File: config.mk
export PLATFORM = sky130hd
export DESIGN_NAME = block_average_zoom_out
export DESIGN_NICKNAME = d
export VERILOG_FILES = /design/src/rtl/block_average_zoom_out.sv
export SDC_FILE = /design/constraint.sdc
export NUM_CORES = 1
export LEC_CHECK = 0
export CAP_MARGIN = 30
export CELL_PAD_IN_SITES_DETAIL_PLACEMENT = 0
export CELL_PAD_IN_SITES_GLOBAL_PLACEMENT = 1
export CORE_AREA = 4 4 121 123
export CTS_CLUSTER_DIAMETER = 80
export CTS_CLUSTER_SIZE = 12
export DETAILED_ROUTE_END_ITERATION = 7
export DIE_AREA = 0 0 125 127
export PLACE_DENSITY_LB_ADDON = 0.05
export SYNTH_ARGS = -nofsm -noshare
export SYNTH_HDL_FRONTEND = slang
export SYNTH_SLANG_ARGS = --single-unit
File: constraint.sdc
create_clock -name clk -period 7.7 [get_ports clk]
set_input_delay 1.54 -clock clk [delete_from_list [all_inputs] [get_ports clk]]
set_output_delay 1.54 -clock clk [all_outputs]
set_load 0.03 [all_outputs]
File: src/rtl/block_average_zoom_out.sv
// block_average_zoom_out
//
// Zoom-out engine. Reduces a (2*OUT_W)x(2*OUT_H) 8-bit grayscale frame to
// OUT_W x OUT_H by averaging each 2x2 source block with round-half-up. Each
// averaged pixel is written into a destination frame of the same pitch at a
// window offset that is latched and clamped when the pass starts.
// Every output pixel takes six cycles: four read issues and two accumulate
// cycles to absorb the fixed two-edge read latency of the source RAM.
//
// Ports:
//   clk         clock, rising edge
//   rst         synchronous active-high reset
//   start       level, sampled only in IDLE; starts one frame pass
//   offset_x/y  destination window origin, latched and clamped at start
//   pixel_data  source RAM read data (valid two edges after rd_address update)
//   rd_address  source RAM read address (registered)
//   wr_address  destination RAM write address (registered)
//   wr_data     destination write data (registered)
//   wren        one-cycle write strobe per output pixel
//   busy        high while a pass is in progress
//   done        one-cycle pulse at the end of a pass
module block_average_zoom_out #(
    parameter int SRC_W = 320,
    parameter int OUT_W = 160,
    parameter int OUT_H = 120
) (
    input  logic        clk,
    input  logic        rst,
    input  logic        start,
    input  logic [7:0]  offset_x,
    input  logic [7:0]  offset_y,
    input  logic [7:0]  pixel_data,
    output logic [16:0] rd_address,
    output logic [16:0] wr_address,
    output logic [7:0]  wr_data,
    output logic        wren,
    output logic        busy,
    output logic        done
);

    typedef enum logic [2:0] {
        IDLE    = 3'd0,
        RD0     = 3'd1,
        RD1     = 3'd2,
        RD2     = 3'd3,
        RD3     = 3'd4,
        ACC0    = 3'd5,
        ACC1    = 3'd6,
        DONE_ST = 3'd7
    } state_t;

    state_t      state_q, state_d;
    logic [7:0]  x_q, x_d;
    logic [6:0]  y_q, y_d;
    logic [9:0]  sum_q, sum_d;
    logic [7:0]  ox_q, ox_d;
    logic [7:0]  oy_q, oy_d;
    logic [16:0] rd_address_q, rd_address_d;
    logic [16:0] wr_address_q, wr_address_d;
    logic [7:0]  wr_data_q, wr_data_d;
    logic        wren_q, wren_d;
    logic        busy_q, busy_d;
    logic        done_q, done_d;

    logic [8:0]  sx0_s, sx1_s;
    logic [7:0]  sy0_s, sy1_s;
    logic [9:0]  total_s;

    // Linear frame address of (row, col) for the shared line pitch.
    function automatic logic [16:0] pix_addr(input int row, input int col);
        return 17'(row * SRC_W + col);
    endfunction

    // Corners of the 2x2 source block that feeds output pixel (x, y).
    assign sx0_s = {x_q, 1'b0};
    assign sx1_s = {x_q, 1'b1};
    assign sy0_s = {y_q, 1'b0};
    assign sy1_s = {y_q, 1'b1};

    // Fourth sample plus the rounding constant; max 1022 fits in 10 bits.
    assign total_s = sum_q + {2'b00, pixel_data} + 10'd2;

    // Next-state and datapath logic for the pass sequencer.
    always_comb begin
        state_d      = state_q;
        x_d          = x_q;
        y_d          = y_q;
        sum_d        = sum_q;
        ox_d         = ox_q;
        oy_d         = oy_q;
        rd_address_d = rd_address_q;
        wr_address_d = wr_address_q;
        wr_data_d    = wr_data_q;
        wren_d       = wren_q;
        busy_d       = busy_q;
        done_d       = done_q;

        case (state_q)
            IDLE: begin
                wren_d = 1'b0;
                done_d = 1'b0;
                if (start) begin
                    // Clamp so the window can never run past the frame end.
                    ox_d    = (offset_x > 8'(OUT_W)) ? 8'(OUT_W) : offset_x;
                    oy_d    = (offset_y > 8'(OUT_H)) ? 8'(OUT_H) : offset_y;
                    x_d     = 8'd0;
                    y_d     = 7'd0;
                    busy_d  = 1'b1;
                    state_d = RD0;
                end else begin
                    state_d = IDLE;
                end
            end
            RD0: begin
                rd_address_d = pix_addr(int'(sy0_s), int'(sx0_s));
                wren_d       = 1'b0;
                state_d      = RD1;
            end
            RD1: begin
                rd_address_d = pix_addr(int'(sy0_s), int'(sx1_s));
                state_d      = RD2;
            end
            RD2: begin
                // Data for the RD0 address arrives now.
                rd_address_d = pix_addr(int'(sy1_s), int'(sx0_s));
                sum_d        = {2'b00, pixel_data};
                state_d      = RD3;
            end
            RD3: begin
                rd_address_d = pix_addr(int'(sy1_s), int'(sx1_s));
                sum_d        = sum_q + {2'b00, pixel_data};
                state_d      = ACC0;
            end
            ACC0: begin
                sum_d   = sum_q + {2'b00, pixel_data};
                state_d = ACC1;
            end
            ACC1: begin
                wr_data_d    = total_s[9:2];
                wr_address_d = pix_addr(int'(y_q) + int'(oy_q), int'(x_q) + int'(ox_q));
                wren_d       = 1'b1;
                if (x_q == 8'(OUT_W - 1)) begin
                    x_d = 8'd0;
                    y_d = y_q + 7'd1;
                    if (y_q == 7'(OUT_H - 1)) begin
                        state_d = DONE_ST;
                    end else begin
                        state_d = RD0;
                    end
                end else begin
                    x_d     = x_q + 8'd1;
                    state_d = RD0;
                end
            end
            DONE_ST: begin
                wren_d  = 1'b0;
                done_d  = 1'b1;
                busy_d  = 1'b0;
                state_d = IDLE;
            end
            default: begin
                state_d = IDLE;
            end
        endcase
    end

    // State and output registers with synchronous reset.
    always_ff @(posedge clk) begin
        if (rst) begin
            state_q      <= IDLE;
            x_q          <= 8'd0;
            y_q          <= 7'd0;
            sum_q        <= 10'd0;
            ox_q         <= 8'd0;
            oy_q         <= 8'd0;
            rd_address_q <= 17'd0;
            wr_address_q <= 17'd0;
            wr_data_q    <= 8'd0;
            wren_q       <= 1'b0;
            busy_q       <= 1'b0;
            done_q       <= 1'b0;
        end else begin
            state_q      <= state_d;
            x_q          <= x_d;
            y_q          <= y_d;
            sum_q        <= sum_d;
            ox_q         <= ox_d;
            oy_q         <= oy_d;
            rd_address_q <= rd_address_d;
            wr_address_q <= wr_address_d;
            wr_data_q    <= wr_data_d;
            wren_q       <= wren_d;
            busy_q       <= busy_d;
            done_q       <= done_d;
        end
    end

    assign rd_address = rd_address_q;
    assign wr_address = wr_address_q;
    assign wr_data    = wr_data_q;
    assign wren       = wren_q;
    assign busy       = busy_q;
    assign done       = done_q;

endmodule

==> results of run 1 <==
worst max-delay path, cell delays in order (launching register included):
cell,delay (ns)
dfxtp_1,0.60
ha_1,0.31
a21o_1,0.17
a21oi_1,0.23
o21bai_1,0.10
a21oi_1,0.23
xnor2_1,0.19
ha_1,0.27
ha_1,0.25
a211oi_1,0.34
nor2_1,0.11
xor2_1,0.26
nand3_1,0.17
nor4_1,0.35
xnor2_1,0.25
o31ai_1,0.10
power by group through the flow:
stage / logic (mW) / clock network [mW] / registers (mW)
2_1_floorplan: 0.131 / 0 / 0.503
3_3_place_gp: 0.198 / 0 / 0.497
3_5_place_dp: 0.200 / 0 / 0.498
4_1_cts: 0.202 / 0.474 / 0.487
5_1_grt: 0.223 / 0.494 / 0.489
6_report: 0.200 / 0.461 / 0.487
cells in the mapped netlist, drive strengths merged (3+ instances only):
| master | n | area share |
|---|---|---|
| o31ai | 3 | 0.0046 |
| or2 | 3 | 0.0031 |
| nand3 | 15 | 0.013 |
| a22o | 8 | 0.012 |
| a21oi | 67 | 0.057 |
| a21o | 11 | 0.014 |
| nor2b | 6 | 0.0063 |
| a211oi | 25 | 0.033 |
| a211o | 3 | 0.0044 |
| buf | 8 | 0.0071 |
| a311oi | 5 | 0.0073 |
| nand4 | 4 | 0.0042 |
| o21a | 4 | 0.0050 |
| inv | 30 | 0.019 |
| nand3b | 10 | 0.015 |
| nor3b | 5 | 0.0063 |
| o21bai | 4 | 0.0050 |
| and3 | 7 | 0.0073 |
| or3 | 5 | 0.0052 |
| nor4 | 7 | 0.0073 |
| nand2 | 70 | 0.044 |
| o21ai | 24 | 0.020 |
| xor2 | 35 | 0.052 |
| a22oi | 3 | 0.0038 |
| nor2 | 94 | 0.059 |
| ha | 60 | 0.13 |
| fa | 11 | 0.037 |
| nand2b | 5 | 0.0052 |
| xnor2 | 34 | 0.051 |
| clkbuf | 17 | 0.011 |
| nor3 | 21 | 0.018 |
| dfxtp | 89 | 0.30 |
| o211ai | 4 | 0.0050 |
cells in the final DEF, fill, tap and decap left out, types with 8 or more instances in the layout:
master           instances
nand3_1                 15
xor2_1                  34
inv_1                   30
nor3_1                  20
nand2_1                 70
nor2_1                  93
a21oi_1                 66
nand3b_1                 9
xnor2_1                 33
a22o_1                   8
ha_1                    60
clkdlybuf4s50_1         70
a21o_1                  10
clkbuf_16                9
fa_1                    11
dfxtp_1                 89
a211oi_1                23
o21ai_0                 23
per-layer routing:
| layer | vias to the layer above | track usage |
|---|---|---|
| li1 | 2670 | - |
| met1 | 2408 | 0.2315 |
| met2 | 81 | 0.3217 |
| met3 | 17 | 0.02258 |
| met4 | 0 | 0.05548 |
| met5 | - | 0 |
final cells by class:
cell class / count / area [sq um] / area share
clock buffers: 9 / 225.2 / 0.03147
clock inverters: 7 / 85.08 / 0.01189
inverters: 30 / 112.6 / 0.01573
multi-input cells: 576 / 3984 / 0.5566
flip-flops and latches: 89 / 1782 / 0.2490
well taps: 180 / 225.2 / 0.03147
repair buffers: 76 / 743.2 / 0.1038
flip-flops by register name, summed over array words and instances (netlist names), 3 cells and up:
| signal | cells |
|---|---|
| x_q | 8 |
| rd_address | 17 |
| wr_address | 17 |
| sum_q | 10 |
| oy_q | 8 |
| ox_q | 8 |
| wr_data | 8 |
| y_q | 7 |
| state_q | 3 |
per-stage QoR:
stage	setup WS [ns]	instance area, sq um
floorplan	4.093	5984
global placement	3.529	6839
detailed placement	3.473	6839
CTS	3.661	7149
global route	3.308	7157
finish	3.628	7157
worst max path at each step:
stage / startpoint / endpoint / slack, ns / depth (start not counted)
CTS: y_q[1] / wr_address[16] / 3.66 / 15
finish: y_q[1] / wr_address[16] / 3.63 / 15
global placement: pixel_data[0] / wr_data[7] / 3.53 / 10
global route: y_q[1] / wr_address[16] / 3.31 / 15
floorplan: pixel_data[0] / wr_data[7] / 4.09 / 9
detailed placement: pixel_data[0] / wr_data[7] / 3.47 / 10
kinds of logic (layout without fill, tap and decap cells):
kind of cell	Yosys count	in the layout
AO/OA/AOI/OAI	175	175
multiplexers	1	1
XOR/XNOR	69	69
buffers and inverters	55	122
AND/OR/NAND/NOR	260	260
adder cells (fa/ha/maj)	71	71
flip-flops	89	89
==> metrics.csv, run 1 <==
metric,value,unit
status,completed,
Post-CTS Resized,0,
Min Hold Slack,0.4526,ns
Slew Limit Fails,0,
remaining global-route overflow,0,
remaining antenna violation count,0,
largest family of logic cells by synthesized area,simple AND/OR/NAND/NOR gates,
post-route clock period utilization,0.5289,
Worst Skew,0.007053,ns
worst reg2reg endpoint,wr_address[16],
RSZ-0062 raised after global routing,false,
TritonCTS Buffers,9,
mux cell area share after synthesis,0.001673,
"Top FF cell, synth",dfxtp_1,
syn nets,818,
Initial DRT Pass Iterations,5,
DRC,0,
Worst-Margin Slew,0.9159,ns
leakage,2.971,nW
Max clock buf depth,2,
pwr/cell area,160.6,mW/mm^2
clock power share,0.402,
Clock Latency Late Sink,0.35,ns
VDD IR max,0.00009411,V
syn avg cell area,8.312,sq um
vias,5176,
Post-Synth XOR/XNOR Area,0.1035,
setup_tns,0,ns
synth warn,0,
Layout fillers,1353,
routability cong.,0.8529,
GR Util All Layers,0.1814,
CTS root buf,clkbuf_16,
DR iter-0 viols,228,
sequential fraction of the synthesis area,0.2977,
htree depth,3,
vias in the first global route,5094,
worst r2r src,y_q[1],
HPWL after DPL,10870,microns
Critical Path Sink Type,flip-flop,
# Max-Cap Violations,0,
Synth cell types,63,
final core area utilization,0.5237,
Nets,880,
Hold Path Stages,2,
pin count of the biggest net entering global routing,84,
biggest fanout along the worst timing path,10,
Post-synth EDFFs,0,
hold_sp,wr_address[1],
total power,1.149,mW
initial antenna violation count,0,
die area,0.01588,sq mm
postcts setup bufs,0,
Synth Area in Simple Gates,0.2061,
FF-to-FF setup slack,3.63,ns
drt total wl,14250,microns
final setup violating endpoints,0,
# clock sinks,89,
Post-Syn Area,0.005984,sq mm
Peak Freq,245.6,MHz
layout cells sized above 1,0.05083,
Worst slew margin,0.3894,
Logic pwr share,0.174,
Die W,125,microns
routed wl met3,450,microns
# diodes,0,
area delta synth->final,19.59,%
Die H,127,microns
sequential power share,0.424,
M1 WL,6582,microns
Switching Share,0.2902,
number of I/O pins,72,
Finished Layout Cells,967,
adder-cell share of the synthesized area,0.1622,
# rows,43,
Worst Path Arrival,4.27,ns
post-route minimum period,4.072,ns
final hold viol count,0,
register bit total from synthesis,89,
Core Area,0.01367,sq mm
WL met2,7017,microns
compound-cell area share of the yosys netlist,0.1921,
critical path required time,7.90,ns
wire per inst,14.73,microns
IO Port Bufs,71,
Hold Path Class,reg -> reg,
switching pwr,333.4,uW
"Worst Path Class, Setup",reg -> reg,
asr flop ratio synth,0,
placed cells,950,
cell count after synthesis,720,
vias per cell,5.353,
hold buffer count at CTS,0,
CTS tree,built,
clock-pin slew on the worst setup and hold paths,0.07,ns
Hold EP,wr_address[1],
Initial Util,0.4379,
worst r2r path cells,15,
first-pass GRT wire length,24210,microns
P_int,815.6,uW
max layer used,met4,
type of origin of the critical path,flip-flop,
(Power assumes the default switching activity.)
==> run 2, diff against run 1 <==
--- a/config.mk
+++ b/config.mk
@@ -8,11 +8,11 @@
 export CAP_MARGIN = 30
 export CELL_PAD_IN_SITES_DETAIL_PLACEMENT = 0
 export CELL_PAD_IN_SITES_GLOBAL_PLACEMENT = 1
-export CORE_AREA = 4 4 121 123
+export CORE_AREA = 4 4 131 133
 export CTS_CLUSTER_DIAMETER = 80
 export CTS_CLUSTER_SIZE = 12
 export DETAILED_ROUTE_END_ITERATION = 7
-export DIE_AREA = 0 0 125 127
+export DIE_AREA = 0 0 135 137
 export PLACE_DENSITY_LB_ADDON = 0.05
 export SYNTH_ARGS = -nofsm -noshare
 export SYNTH_HDL_FRONTEND = slang
==> constraint.sdc (replaced) <==
create_clock -name clk -period 3.35 [get_ports clk]
set_input_delay 0.67 -clock clk [delete_from_list [all_inputs] [get_ports clk]]
set_output_delay 0.67 -clock clk [all_outputs]
set_load 0.03 [all_outputs]
==> metrics.csv, run 2 (synthesis gave the netlist of run 1 again) <==
metric,value,unit
Hold EP,rd_address[6],
pin count of the biggest net entering global routing,47,
"commonest non-fill, non-tap cell in the layout",nor2_1,
# Max-Cap Violations,0,
TritonCTS Buffers,9,
layout cells sized above 1,0.1521,
Final WS setup,-0.07629,ns
status,"finished, violations left",
Logic pwr share,0.211,
Hold Path Stages,2,
final setup violating endpoints,3,
total power,2.676,mW
Slew Limit Fails,0,
drt total wl,15360,microns
Worst-Margin Slew,0.7912,ns
vias in the first global route,5180,
biggest fanout along the worst timing path,4,
wire per inst,14.61,microns
M1 WL,7294,microns
Initial Util,0.3781,
Worst Path Arrival,3.62,ns
# diodes,0,
hold_sp,rd_address[6],
HPWL after DPL,11840,microns
Core Area,0.01583,sq mm
Nets,928,
WL met2,7296,microns
worst reg2reg endpoint,wr_address[15],
Max clock buf depth,2,
VDD IR max,0.0002366,V
type of origin of the critical path,flip-flop,
worst r2r src,y_q[0],
post-placement cell area,0.007302,sq mm
critical path required time,3.55,ns
failing checks,negative setup slack,
Worst slew margin,0.4725,
"Worst Path Class, Setup",reg -> reg,
most frequent cells in the layout,"nor2_1, dfxtp_1, nand2_1, clkdlybuf4s50_1, a21oi_1",
first-pass GRT wire length,25320,microns
clock-pin slew on the worst setup and hold paths,0.07,ns
pwr/cell area,343.4,mW/mm^2
post-route minimum period,3.426,ns
die area,0.01850,sq mm
GR Util All Layers,0.1685,
Die W,135,microns
IO Port Bufs,71,
Initial DRT Pass Iterations,4,
Final Cell Area,0.007794,sq mm
clock power share,0.372,
Worst Skew,0.007682,ns
CTS root buf,clkbuf_16,
CTS tree,built,
leakage,3.226,nW
routability cong.,0.8320,
max layer used,met4,
pre-CTS setup slack,-0.1863,ns
Peak Freq,291.9,MHz
hold buffer count at CTS,0,
# rows,46,
remaining antenna violation count,0,
Switching Share,0.3031,
final hold viol count,0,
switching pwr,811.3,uW
initial antenna violation count,0,
Clock Latency Late Sink,0.35,ns
RSZ-0062 raised after global routing,true,
remaining global-route overflow,0,
area delta synth->final,30.23,%
FF-to-FF setup slack,-0.08,ns
htree depth,3,
vias,5313,
Die H,137,microns
DR iter-0 viols,167,
routed wl met3,538,microns
Hold Path Class,reg -> reg,
Critical Path Sink Type,flip-flop,
P_int,1.865,mW
vias per cell,5.055,
# clock sinks,89,
post-route clock period utilization,1.023,
DRC,0,
sequential power share,0.417,
worst r2r path cells,16,
number of I/O pins,72,
[run 2: cell count changes in the layout (fill, tap and decap cells not counted), moves of 8 or more]
cell	change
ha_1	-10
a21oi_2	+8
buf_4	+46
a21oi_1	-8
ha_4	+8
[run 2: repair_timing]
action / CTS / global route
buffers inserted: 4 / 0
endpoints found under the setup margin: 4 / 6
endpoints found under the hold margin: 0 / 0
pin swaps: 17 / 14
resized for setup: 12 / 21
[run 2: worst max path at each step]
stage               slack (ns)        endpoint  startpoint
finish                   -0.08  wr_address[15]      y_q[0]
global route             -0.24  wr_address[15]      y_q[0]
CTS                      -0.09  wr_address[16]      y_q[0]
detailed placement       -0.19  wr_address[16]      y_q[1]
global placement         -0.11  wr_address[15]      y_q[0]
floorplan                0.003  wr_address[15]      y_q[1]
[run 2: per-stage QoR]
step                      cells  TNS [ns]  utilization  hold WS (ns)
after floorplan             720         0            -        0.4319
after global placement     1031   -0.2017       0.4613        0.4414
after detailed placement   1031   -0.4475       0.4613        0.4432
after CTS                  1051   -0.1457       0.4840        0.4530
after global routing       1051   -0.8195       0.4924        0.4707
final                      1051   -0.1213       0.4924        0.4527
[run 2: layout make-up]
cell class / count / area [sq um]
clock buffer: 9 / 225.2
clock inverter: 7 / 60.06
fill: 1553 / 8034
inverter: 30 / 112.6
multi-input combinational: 576 / 4218
sequential: 89 / 1788
tap: 216 / 270.3
timing repair buffer: 124 / 1120
[run 2: power by group through the flow]
| stage | Combinational [mW] | Clock (mW) | Sequential [mW] |
|---|---|---|---|
| after floorplan | 0.310 | 0 | 1.16 |
| after global placement | 0.531 | 0 | 1.14 |
| after detailed placement | 0.535 | 0 | 1.14 |
| after CTS | 0.553 | 1.03 | 1.12 |
| after global routing | 0.625 | 1.07 | 1.12 |
| final | 0.564 | 0.996 | 1.12 |
[run 2: worst max-delay path: stages (launching register included)]
cell      delay (ns)
dfxtp_4         0.35
ha_4            0.15
fa_2            0.35
a211oi_2        0.18
nor2_1          0.09
o21a_1          0.20
nor2_2          0.13
xnor2_2         0.19
ha_4            0.26
ha_4            0.27
o21ai_0         0.10
a21oi_2         0.17
nor4_2          0.06
a311oi_2        0.37
buf_4           0.18
xor2_1          0.14
a211oi_1        0.08
[run 2: metal layers]
metal | global-route usage | vias up
li1 | - | 2763
met1 | 0.2223 | 2451
met2 | 0.2843 | 82
met3 | 0.03235 | 17
met4 | 0.04367 | 0
met5 | 0 | -
==> run 3, diff against run 2 <==
--- a/config.mk
+++ b/config.mk
@@ -5,6 +5,7 @@
 export SDC_FILE = /design/constraint.sdc
 export NUM_CORES = 1
 export LEC_CHECK = 0
+export ABC_CLOCK_PERIOD_IN_PS = 3350
 export CAP_MARGIN = 30
 export CELL_PAD_IN_SITES_DETAIL_PLACEMENT = 0
 export CELL_PAD_IN_SITES_GLOBAL_PLACEMENT = 1
==> results of run 3 <==
No change in the layout: final DEF, timing and power equal those of run 2.
